--- src/rtl/uart_tx_fifo_if.sv ---
// Write-side handshake of the UART transmitter: words offered with valid,
// accepted while ready is high.
interface uart_tx_fifo_if #(
  parameter int DATA_BITS = 8
) ();
  logic                 tx_valid;
  logic [DATA_BITS-1:0] tx_data;
  logic                 tx_ready;

  modport master (output tx_valid, output tx_data, input  tx_ready);
  modport slave  (input  tx_valid, input  tx_data, output tx_ready);
endinterface

--- src/rtl/uart_tx_fifo.sv ---
// UART transmitter fed by a word FIFO; frames go out LSB first and
// back-to-back while the FIFO holds data.
module uart_tx_fifo #(
  parameter  int CLKS_PER_BIT = 10416,
  parameter  int DATA_BITS    = 8,
  parameter  int PARITY       = 0,
  parameter  int STOP_BITS    = 1,
  parameter  int FIFO_DEPTH   = 16,
  localparam int AW           = $clog2(FIFO_DEPTH)
) (
  input  logic          UART_CLK,
  input  logic          reset,
  uart_tx_fifo_if.slave bus,
  output logic          tx,
  output logic          tx_busy,
  output logic [AW:0]   fifo_count,
  output logic          fifo_empty,
  output logic          fifo_full
);

  localparam int BW = $clog2(CLKS_PER_BIT);
  localparam int CW = AW + 1;

  typedef enum logic [2:0] {S_IDLE, S_START, S_DATA, S_PARITY, S_STOP} state_t;

  logic [DATA_BITS-1:0] mem [FIFO_DEPTH];
  logic [AW-1:0]        wr_ptr_q, wr_ptr_d, rd_ptr_q, rd_ptr_d;
  logic [CW-1:0]        count_q, count_d;
  logic                 push, pop;

  state_t               state_q;
  logic                 tx_q;
  logic [BW-1:0]        baud_q;
  logic [3:0]           bit_q;
  logic [DATA_BITS-1:0] shift_q, head;
  logic                 par_q, par_head;
  logic                 baud_last, stop_last;

  assign fifo_count   = count_q;
  assign fifo_empty   = (count_q == '0);
  assign fifo_full    = (count_q == CW'(FIFO_DEPTH));
  assign bus.tx_ready = !fifo_full;
  assign tx           = tx_q;
  assign tx_busy      = (state_q != S_IDLE);

  assign head      = mem[rd_ptr_q];
  assign par_head  = (PARITY == 1) ? ~(^head) : (^head);
  assign baud_last = (baud_q == BW'(CLKS_PER_BIT - 1));
  assign stop_last = (state_q == S_STOP) && baud_last && (bit_q == 4'(STOP_BITS - 1));

  // A word leaves the FIFO only when a new frame starts, so the frame in
  // flight never sees later pushes.
  always_comb begin
    push     = bus.tx_valid && bus.tx_ready;
    pop      = !fifo_empty && ((state_q == S_IDLE) || stop_last);
    wr_ptr_d = push ? wr_ptr_q + AW'(1) : wr_ptr_q;
    rd_ptr_d = pop  ? rd_ptr_q + AW'(1) : rd_ptr_q;
    count_d  = count_q + CW'(push) - CW'(pop);
  end

  always_ff @(posedge UART_CLK) begin
    if (reset) begin
      wr_ptr_q <= '0;
      rd_ptr_q <= '0;
      count_q  <= '0;
    end else begin
      wr_ptr_q <= wr_ptr_d;
      rd_ptr_q <= rd_ptr_d;
      count_q  <= count_d;
    end
  end

  always_ff @(posedge UART_CLK) begin
    if (push) mem[wr_ptr_q] <= bus.tx_data;
  end

  always_ff @(posedge UART_CLK) begin
    if (pop) begin
      shift_q <= head;
      par_q   <= par_head;
    end else if (state_q == S_DATA && baud_last) begin
      shift_q <= shift_q >> 1;
    end
  end

  always_ff @(posedge UART_CLK) begin
    if (reset) begin
      state_q <= S_IDLE;
      tx_q    <= 1'b1;
      baud_q  <= '0;
      bit_q   <= '0;
    end else begin
      baud_q <= (baud_last || state_q == S_IDLE) ? '0 : baud_q + BW'(1);
      case (state_q)
        S_IDLE: begin
          bit_q <= '0;
          tx_q  <= 1'b1;
          if (pop) begin
            tx_q    <= 1'b0;
            state_q <= S_START;
          end
        end
        S_START: begin
          if (baud_last) begin
            tx_q    <= shift_q[0];
            bit_q   <= '0;
            state_q <= S_DATA;
          end
        end
        S_DATA: begin
          if (baud_last) begin
            if (bit_q == 4'(DATA_BITS - 1)) begin
              bit_q <= '0;
              if (PARITY != 0) begin
                tx_q    <= par_q;
                state_q <= S_PARITY;
              end else begin
                tx_q    <= 1'b1;
                state_q <= S_STOP;
              end
            end else begin
              bit_q <= bit_q + 4'd1;
              tx_q  <= shift_q[1];
            end
          end
        end
        S_PARITY: begin
          if (baud_last) begin
            tx_q    <= 1'b1;
            bit_q   <= '0;
            state_q <= S_STOP;
          end
        end
        S_STOP: begin
          if (baud_last) begin
            if (bit_q == 4'(STOP_BITS - 1)) begin
              bit_q <= '0;
              if (pop) begin
                tx_q    <= 1'b0;
                state_q <= S_START;
              end else begin
                state_q <= S_IDLE;
              end
            end else begin
              bit_q <= bit_q + 4'd1;
            end
          end
        end
        default: begin
          tx_q    <= 1'b1;
          state_q <= S_IDLE;
        end
      endcase
    end
  end

endmodule

--- src/flat_wrapper.sv ---
// flat-port wrapper written by rule: the top's interface ports become plain ports
module uart_tx_fifo_flat 
#(
  parameter  int CLKS_PER_BIT = 10416,
  parameter  int DATA_BITS    = 8,
  parameter  int PARITY       = 0,
  parameter  int STOP_BITS    = 1,
  parameter  int FIFO_DEPTH   = 16,
  localparam int AW           = $clog2(FIFO_DEPTH)
)
  (UART_CLK, reset, tx, tx_busy, fifo_count, fifo_empty, fifo_full, bus_tx_valid, bus_tx_data, bus_tx_ready);
  uart_tx_fifo_if #(.DATA_BITS(DATA_BITS)) bus_i ();
  input  logic UART_CLK;
  input  logic reset;
  output logic tx;
  output logic tx_busy;
  output logic [AW:0] fifo_count;
  output logic fifo_empty;
  output logic fifo_full;
  input wire logic [$bits(bus_i.tx_valid)-1:0] bus_tx_valid;
  input wire logic [$bits(bus_i.tx_data)-1:0] bus_tx_data;
  output wire logic [$bits(bus_i.tx_ready)-1:0] bus_tx_ready;
  assign bus_i.tx_valid = bus_tx_valid;
  assign bus_i.tx_data = bus_tx_data;
  assign bus_tx_ready = bus_i.tx_ready;
  uart_tx_fifo #(.CLKS_PER_BIT(CLKS_PER_BIT), .DATA_BITS(DATA_BITS), .PARITY(PARITY), .STOP_BITS(STOP_BITS), .FIFO_DEPTH(FIFO_DEPTH)) u_core (.UART_CLK(UART_CLK), .reset(reset), .bus(bus_i), .tx(tx), .tx_busy(tx_busy), .fifo_count(fifo_count), .fifo_empty(fifo_empty), .fifo_full(fifo_full));
endmodule
--- config.mk ---
export PLATFORM = sky130hd
export DESIGN_NAME = uart_tx_fifo_flat
export DESIGN_NICKNAME = d
export VERILOG_FILES = /design/src/rtl/uart_tx_fifo_if.sv /design/src/rtl/uart_tx_fifo.sv /design/src/flat_wrapper.sv
export SDC_FILE = /design/constraint.sdc
export NUM_CORES = 1
export LEC_CHECK = 0
export CORE_AREA = 3 3 119 166
export DETAILED_ROUTE_END_ITERATION = 8
export DIE_AREA = 0 0 122 169
export SYNTH_ARGS = -nofsm -noshare
export SYNTH_HDL_FRONTEND = slang
export SYNTH_SLANG_ARGS = --single-unit
--- constraint.sdc ---
create_clock -name UART_CLK -period 5.2 [get_ports UART_CLK]
set_input_delay 1.04 -clock UART_CLK [delete_from_list [all_inputs] [get_ports UART_CLK]]
set_output_delay 1.04 -clock UART_CLK [all_outputs]
set_load 0.1 [all_outputs]
=== After elaboration in Yosys (flattened, before gate mapping) ===
Memories as Yosys holds them, arrays and structs flattened. A register that Yosys moved wholly into a read port is not among the register bits.
Index checks and enable logic that the tools add are counted.

* Bits of input ports: 11
* Memories kept: 1
* Memory bits (writable): 128
* Output and inout port bits: 10
* Register bits: 43

* Equality and inequality tests: 16
* Multiplexer cells: 30
* Reduce and logical (&&, ||, !) cells: 20
* Add/subtract/negate cells: 6

{| class="wikitable"
|+ Memories
! memory !! words !! width !! read ports !! clocked after Yosys merged registers in !! wr ports !! RTL line !! source
|-
| u_core.mem || 16 || 8 || 1 || 1 || 1 || uart_tx_fifo.sv:26 || <nowiki>logic [DATA_BITS-1:0] mem [FIFO_DEPTH];</nowiki>
|}

{| class="wikitable"
|+ Operators with widths
! kind !! count
|-
| 4-bit two-way mux || 7
|-
| 3-bit two-way mux || 7
|-
| 8-bit two-way mux || 2
|-
| 4-bit case mux with 4 select lines || 1
|-
| 3-bit case mux with 5 select lines || 1
|-
| 14-bit by 1-bit adder with 14-bit output (second input constant) || 1
|-
| 14-bit equality test (second input constant) || 1
|-
| 2-bit by 1-bit != test with 1-bit output (second input constant) || 7
|-
| 4-bit by 1-bit adder with 4-bit output (second input constant) || 3
|-
| 1-bit two-way mux || 11
|-
| 7-bit AND reduction || 1
|-
| 3-bit by 2-bit equality test with 1-bit output (second input constant) || 2
|-
| 6-bit AND reduction || 1
|-
| 5-bit by 1-bit adder with 5-bit output || 1
|-
| 5-bit equality test (second input constant) || 1
|-
| 1-bit logical AND || 5
|-
| 5-bit zero test || 1
|-
| 1-bit case mux with 5 select lines || 1
|-
| 5-bit by 1-bit subtractor with 5-bit output || 1
|-
| 4-bit by 3-bit equality test with 1-bit output (second input constant) || 1
|-
| 4-bit zero test || 1
|-
| 2-bit != test (second input constant) || 2
|-
| 4-bit AND reduction || 1
|-
| 4-bit nonzero test || 1
|-
| other kinds (8) || 11
|}

=== Logic depth before layout (Yosys ltp) ===
* Depth after elaboration: 9
* Gate-level depth with buffers: 18

=== Worst setup path after synthesis ===
No wires, ideal clock.

* Kind: register to register
* Start point: reg u_core.count_q[4] (netlist: u_core.fifo_count[4])
* End point: reg u_core.count_q[4] (netlist: u_core.fifo_count[4])
* Arrival: 4479 ps
* Path buffers: 1
* Library setup time: 70 ps
* Data required time: 5130 ps
* Setup slack: 651 ps
* Clock period less this slack: 4549 ps
* Stages on the path, launching flop included: 13
* Cell sequence: dfxtp_1 > nand3_1 > inv_1 > nor2b_1 > clkbuf_1 > ha_1 > inv_1 > fa_1 > inv_1 > a21oi_1 > nor2_1 > or3_1 > a21oi_1

* Cells in the longest elaborated chain, start to end: 5
* Elaborated cells between the ends (all ways): 8
* Those cells by class: add/sub (2); eq/ne (1); reduce/logical (5)

{| class="wikitable"
|+ RTL lines
! what !! RTL line !! source
|-
| start, declared || uart_tx_fifo.sv:28 || <nowiki>logic [CW-1:0] count_q, count_d;</nowiki>
|-
| start signal, assigned || uart_tx_fifo.sv:69 || <nowiki>count_q <= count_d;</nowiki>
|-
| 5-bit equality test || uart_tx_fifo.sv:41 || <nowiki>assign fifo_full = (count_q == CW'(FIFO_DEPTH));</nowiki>
|-
| 1-bit zero test || uart_tx_fifo.sv:42 || <nowiki>assign bus.tx_ready = !fifo_full;</nowiki>
|-
| net bus_tx_ready || flat_wrapper.sv:22 || <nowiki>output wire logic [$bits(bus_i.tx_ready)-1:0] bus_tx_ready;</nowiki>
|-
| 1-bit logical AND || uart_tx_fifo.sv:54 || <nowiki>push = bus.tx_valid && bus.tx_ready;</nowiki>
|-
| net u_core.push || uart_tx_fifo.sv:29 || <nowiki>logic push, pop;</nowiki>
|-
| 5-bit by 1-bit adder with 5-bit output || uart_tx_fifo.sv:58 || <nowiki>count_d = count_q + CW'(push) - CW'(pop);</nowiki>
|-
| 5-bit by 1-bit subtractor with 5-bit output || uart_tx_fifo.sv:58 ||
|}

The timed path passes the listed nets, and every way through them passes these cells.
A chain may end at the register's enable or synchronous reset.

=== Worst setup path in the final report ===
* Start point: reg u_core.baud_q[4]
* End point: reg u_core.count_q[4] (netlist: u_core.fifo_count[4])

* Cells in the longest elaborated chain, start to end: 6

{| class="wikitable"
|+ RTL lines
! what !! RTL line !! source
|-
| start, declared || uart_tx_fifo.sv:33 || <nowiki>logic [BW-1:0] baud_q;</nowiki>
|-
| start signal, assigned || uart_tx_fifo.sv:93 || <nowiki>baud_q <= (baud_last || state_q == S_IDLE) ? '0 : baud_q + BW'(1);</nowiki>
|-
| 14-bit equality test || uart_tx_fifo.sv:48 || <nowiki>assign baud_last = (baud_q == BW'(CLKS_PER_BIT - 1));</nowiki>
|-
| 1-bit logical AND (2 in series) || uart_tx_fifo.sv:49 || <nowiki>assign stop_last = (state_q == S_STOP) && baud_last && (bit_q == 4'(STOP_BITS - 1));</nowiki>
|-
| 1-bit logical OR || uart_tx_fifo.sv:55 || <nowiki>pop = !fifo_empty && ((state_q == S_IDLE) || stop_last);</nowiki>
|-
| 1-bit logical AND || uart_tx_fifo.sv:55 ||
|-
| 5-bit by 1-bit subtractor with 5-bit output || uart_tx_fifo.sv:58 ||
|}

Every way passes these cells.

==> flow_metrics.tcl <==
set metrics [dict create \
    clock_sinks 175 \
    layout.cells.non_filler 750 \
    crit_path_start_kind "flop" \
    finalSetupTns_ns 0 \
    relSlewSlack_pct 16.6 \
    synth_area_leaders "edfxtp_1 56%, dfxtp_1 11%, mux4_2 10%, nor2_1 2.5%, ha_1 2.4%" \
    min_period_ns 3.67 \
    syn_inst 476 \
    ant_nets 0 \
    synth_top_area_cell "edfxtp_1" \
    cts_buffers 17 \
    crit_slowest_cell "nor4_4" \
    synth-main-ff-cell "edfxtp_1" \
    grtUsageTotal_pct 14.1 \
    cp_common_cell "inv_1" \
    dpl-instance-area_sq_um 7690 \
    die_h_microns 169 \
    maxSlewViolCount 0 \
    drc 0 \
    timing.rr.start "u_core.baud_q[4]$_SDFF_PP0_" \
    reg2reg_to "u_core.fifo_count[4]$_SDFF_PP0_" \
    insertedDiodeCount 0 \
    crit_fanout 12 \
    vias 3884 \
    min_to "u_core.baud_q[0]$_SDFF_PP0_" \
    fp.dieW_microns 122 \
    async_reset_ff_share_pct 0 \
    gp_congestion 0.765 \
    area_delta_synth_final_pct 13.6 \
    post_cts_buffers 0 \
    nets 519 \
    synth_seq_cells 175 \
    antenna_found_initial 0 \
    end_kind "flop" \
    setup-violations-final 0 \
    fin_skew_ns 0.0118 \
    hold_class "reg2reg" \
    vdd_drop_max_mv 0.223 \
    arrival_ns 3.93 \
    rrSetupSlack_ns 1.53 \
    synth_edf_count 136 \
    ctsResizeCount 0 \
    synth_top_area_share_pct 56.1 \
    worstSkewPairLatency_ns 0.42 \
    wl_microns 13700 \
    holdPathStages 1 \
    critPathRequiredTime_ns 5.46 \
    design_area_sq_um 8270 \
    leakagePower_nw 2.66 \
    initial_utilization_pct 39.3 \
    grt_pass1_wl_microns 21700 \
    crit_chain "or4b_4 -> nor4_4 -> a21oi_2 -> nand2b_4 -> inv_2 -> ha_1 -> inv_1 -> ha_1 -> inv_1 -> fa_1 -> inv_1 -> a21oi_1 -> nor2_1 -> or3_1 -> a21oi_1" \
    cts.path.max_buffers 2 \
    fmax_mhz 272 \
    finalCoreUtilization_pct 44.6 \
    hold_slack_ns 0.466 \
    synth_cell_types 49 \
    slowest_delay_ns 0.60 \
    vias_per_cell 5.18 \
    synth_area_per_cell_sq_um 15.3 \
    dp_hpwl_microns 9260 \
    grt_pass1_vias 4075 \
    fin_crit_sh_pct 70.6 \
    drt_iter0_markers 262 \
    worst-r2r-cell-count 15 \
    numPortBuffers 20 \
    num_rows 59 \
    final-hold-violation-count 0 \
    pin_count 21 \
    worst_pin_slew_ns 1.24 \
    drv_cap 0 \
    rsz0062_at_grt "no" \
    wl_per_cell_microns 18.2 \
    place_inst 718 \
    drive_above_1_share_pct 16.4 \
    powerDensity_nw_per_um2 495 \
    ys_warn_count 0 \
    overflow 0 \
    cts-root-buf "clkbuf_16" \
    holdBufCountCts 0 \
    core_sq_um 18500 \
    first_pass_iters 4 \
    die_area_sq_um 20600 \
    min_from "u_core.baud_q[0]$_SDFF_PP0_" \
    netlist_area_sq_um 7280 \
    ys_seq_area_share_pct 66.8 \
    syn-num-nets 502 \
    clkTransAtPathRegs_ns 0.07 \
    grt_max_degree 33 \
    status "finished clean" \
    ctsHtreeMaxLevel 4 \
    crit_type "reg2reg" \
    tritoncts "done" \
]
cells by family (layout without fill, tap and decap cells):
| family | after synthesis | in the layout | synth area share, % |
|---|---|---|---|
| flip-flops | 175 | 175 | 66.8 |
| AND/OR/NAND/NOR | 131 | 131 | 9.60 |
| AO/OA/AOI/OAI | 48 | 48 | 4.38 |
| buffers and inverters | 46 | 76 | 2.66 |
| multiplexers | 43 | 43 | 11.7 |
| XOR/XNOR | 18 | 18 | 2.16 |
| adder cells (fa/ha/maj) | 15 | 15 | 2.68 |
per-layer routing:
layer	global-route usage [%]	up-vias	share of wire (%)
met5	0	-	0
met4	5.70	0	2.0
met3	3.54	13	2.7
met2	25.2	56	55
met1	16.1	1990	41
li1	-	1825	-
cells in the mapped netlist, types with 2 or more instances:
cell	instances
buf_1	5
o21ai_1	6
nor2_1	48
o31ai_1	2
mux4_2	33
nand3b_1	8
clkbuf_1	12
a22oi_1	14
nand3_1	6
nand2b_1	5
mux2_1	3
and2_1	2
edfxtp_1	136
or3_1	5
xnor2_1	9
nand2_1	22
xor2_1	9
nor2b_1	7
inv_1	21
buf_2	5
o21ai_0	3
ha_1	14
a211oi_1	4
nor3_1	8
a21oi_2	2
nor4_1	2
dfxtp_1	39
buf_6	2
a21oi_1	14
nand4_1	6
mux2_2	6
critical path, delay by kind of cell (launching register included):
family | cells | cell delay [ns]
buffers and inverters | 4 | 0.39
AND/OR/NAND/NOR | 5 | 1.61
flip-flops | 1 | 0.37
adder cells (fa/ha/maj) | 3 | 0.83
AO/OA/AOI/OAI | 3 | 0.30
worst max-delay path by stage:
stage	to	cells past startpoint	slack [ns]	start
floorplan	u_core.fifo_count[4]$_SDFF_PP0_	12	0.65	u_core.fifo_count[4]$_SDFF_PP0_
global placement	u_core.mem[3][0]$_DFFE_PP_	4	1.55	bus_tx_valid
detailed placement	u_core.mem[3][7]$_DFFE_PP_	4	1.48	bus_tx_valid
CTS	u_core.fifo_count[4]$_SDFF_PP0_	15	1.50	u_core.baud_q[4]$_SDFF_PP0_
global route	u_core.fifo_count[4]$_SDFF_PP0_	15	1.27	u_core.baud_q[4]$_SDFF_PP0_
finish	u_core.fifo_count[4]$_SDFF_PP0_	15	1.53	u_core.baud_q[4]$_SDFF_PP0_
through the flow:
stage	setup slack [ns]	total power (W)
finish	1.53	0.00409
CTS	1.50	0.00415
global placement	1.55	0.00288
global route	1.27	0.00430
floorplan	0.651	0.00266
detailed placement	1.48	0.00291
power by group:
| part | internal [W] | leakage, nW | switching [W] | total, W |
|---|---|---|---|---|
| clock | 0.000676 | 0.282 | 0.000556 | 0.00123 |
| combinational | 0.000472 | 0.829 | 0.000684 | 0.00116 |
| sequential | 0.00164 | 1.55 | 0.0000626 | 0.00171 |
| total | 0.00279 | 2.66 | 0.00130 | 0.00409 |
cells in the final DEF (no fill, tap or decap), types with 7 or more instances in the layout:
cell,Yosys,routed
nor2b_1,7,7
dfxtp_1,39,38
clkdlybuf4s50_1,0,20
inv_1,21,21
nor2_1,48,48
a22oi_1,14,14
xnor2_1,9,9
ha_1,14,14
a21oi_1,14,14
mux4_2,33,33
nor3_1,8,8
nand3b_1,8,8
edfxtp_1,136,136
clkbuf_16,0,17
nand2_1,22,22
xor2_1,9,9
flip-flops by register name, summed over array words and instances (netlist names), named ones only:
signal             cells
u_core.shift_q         8
u_core.tx              1
u_core.bit_q           4
u_core.rd_ptr_q        4
u_core.state_q         3
u_core.baud_q         14
u_core.mem           128
u_core.fifo_count      5
u_core.wr_ptr_q        4
final cells by class:
type	instances	area, sq um
fillers	1598	10300
inverters	22	82.6
flip-flops and latches	175	4870
clock buffers	17	425
multi-input cells	255	2230
repair buffers	22	215
well taps	244	305
clock inverters	15	153
Power figures use the tool's default switching activity.
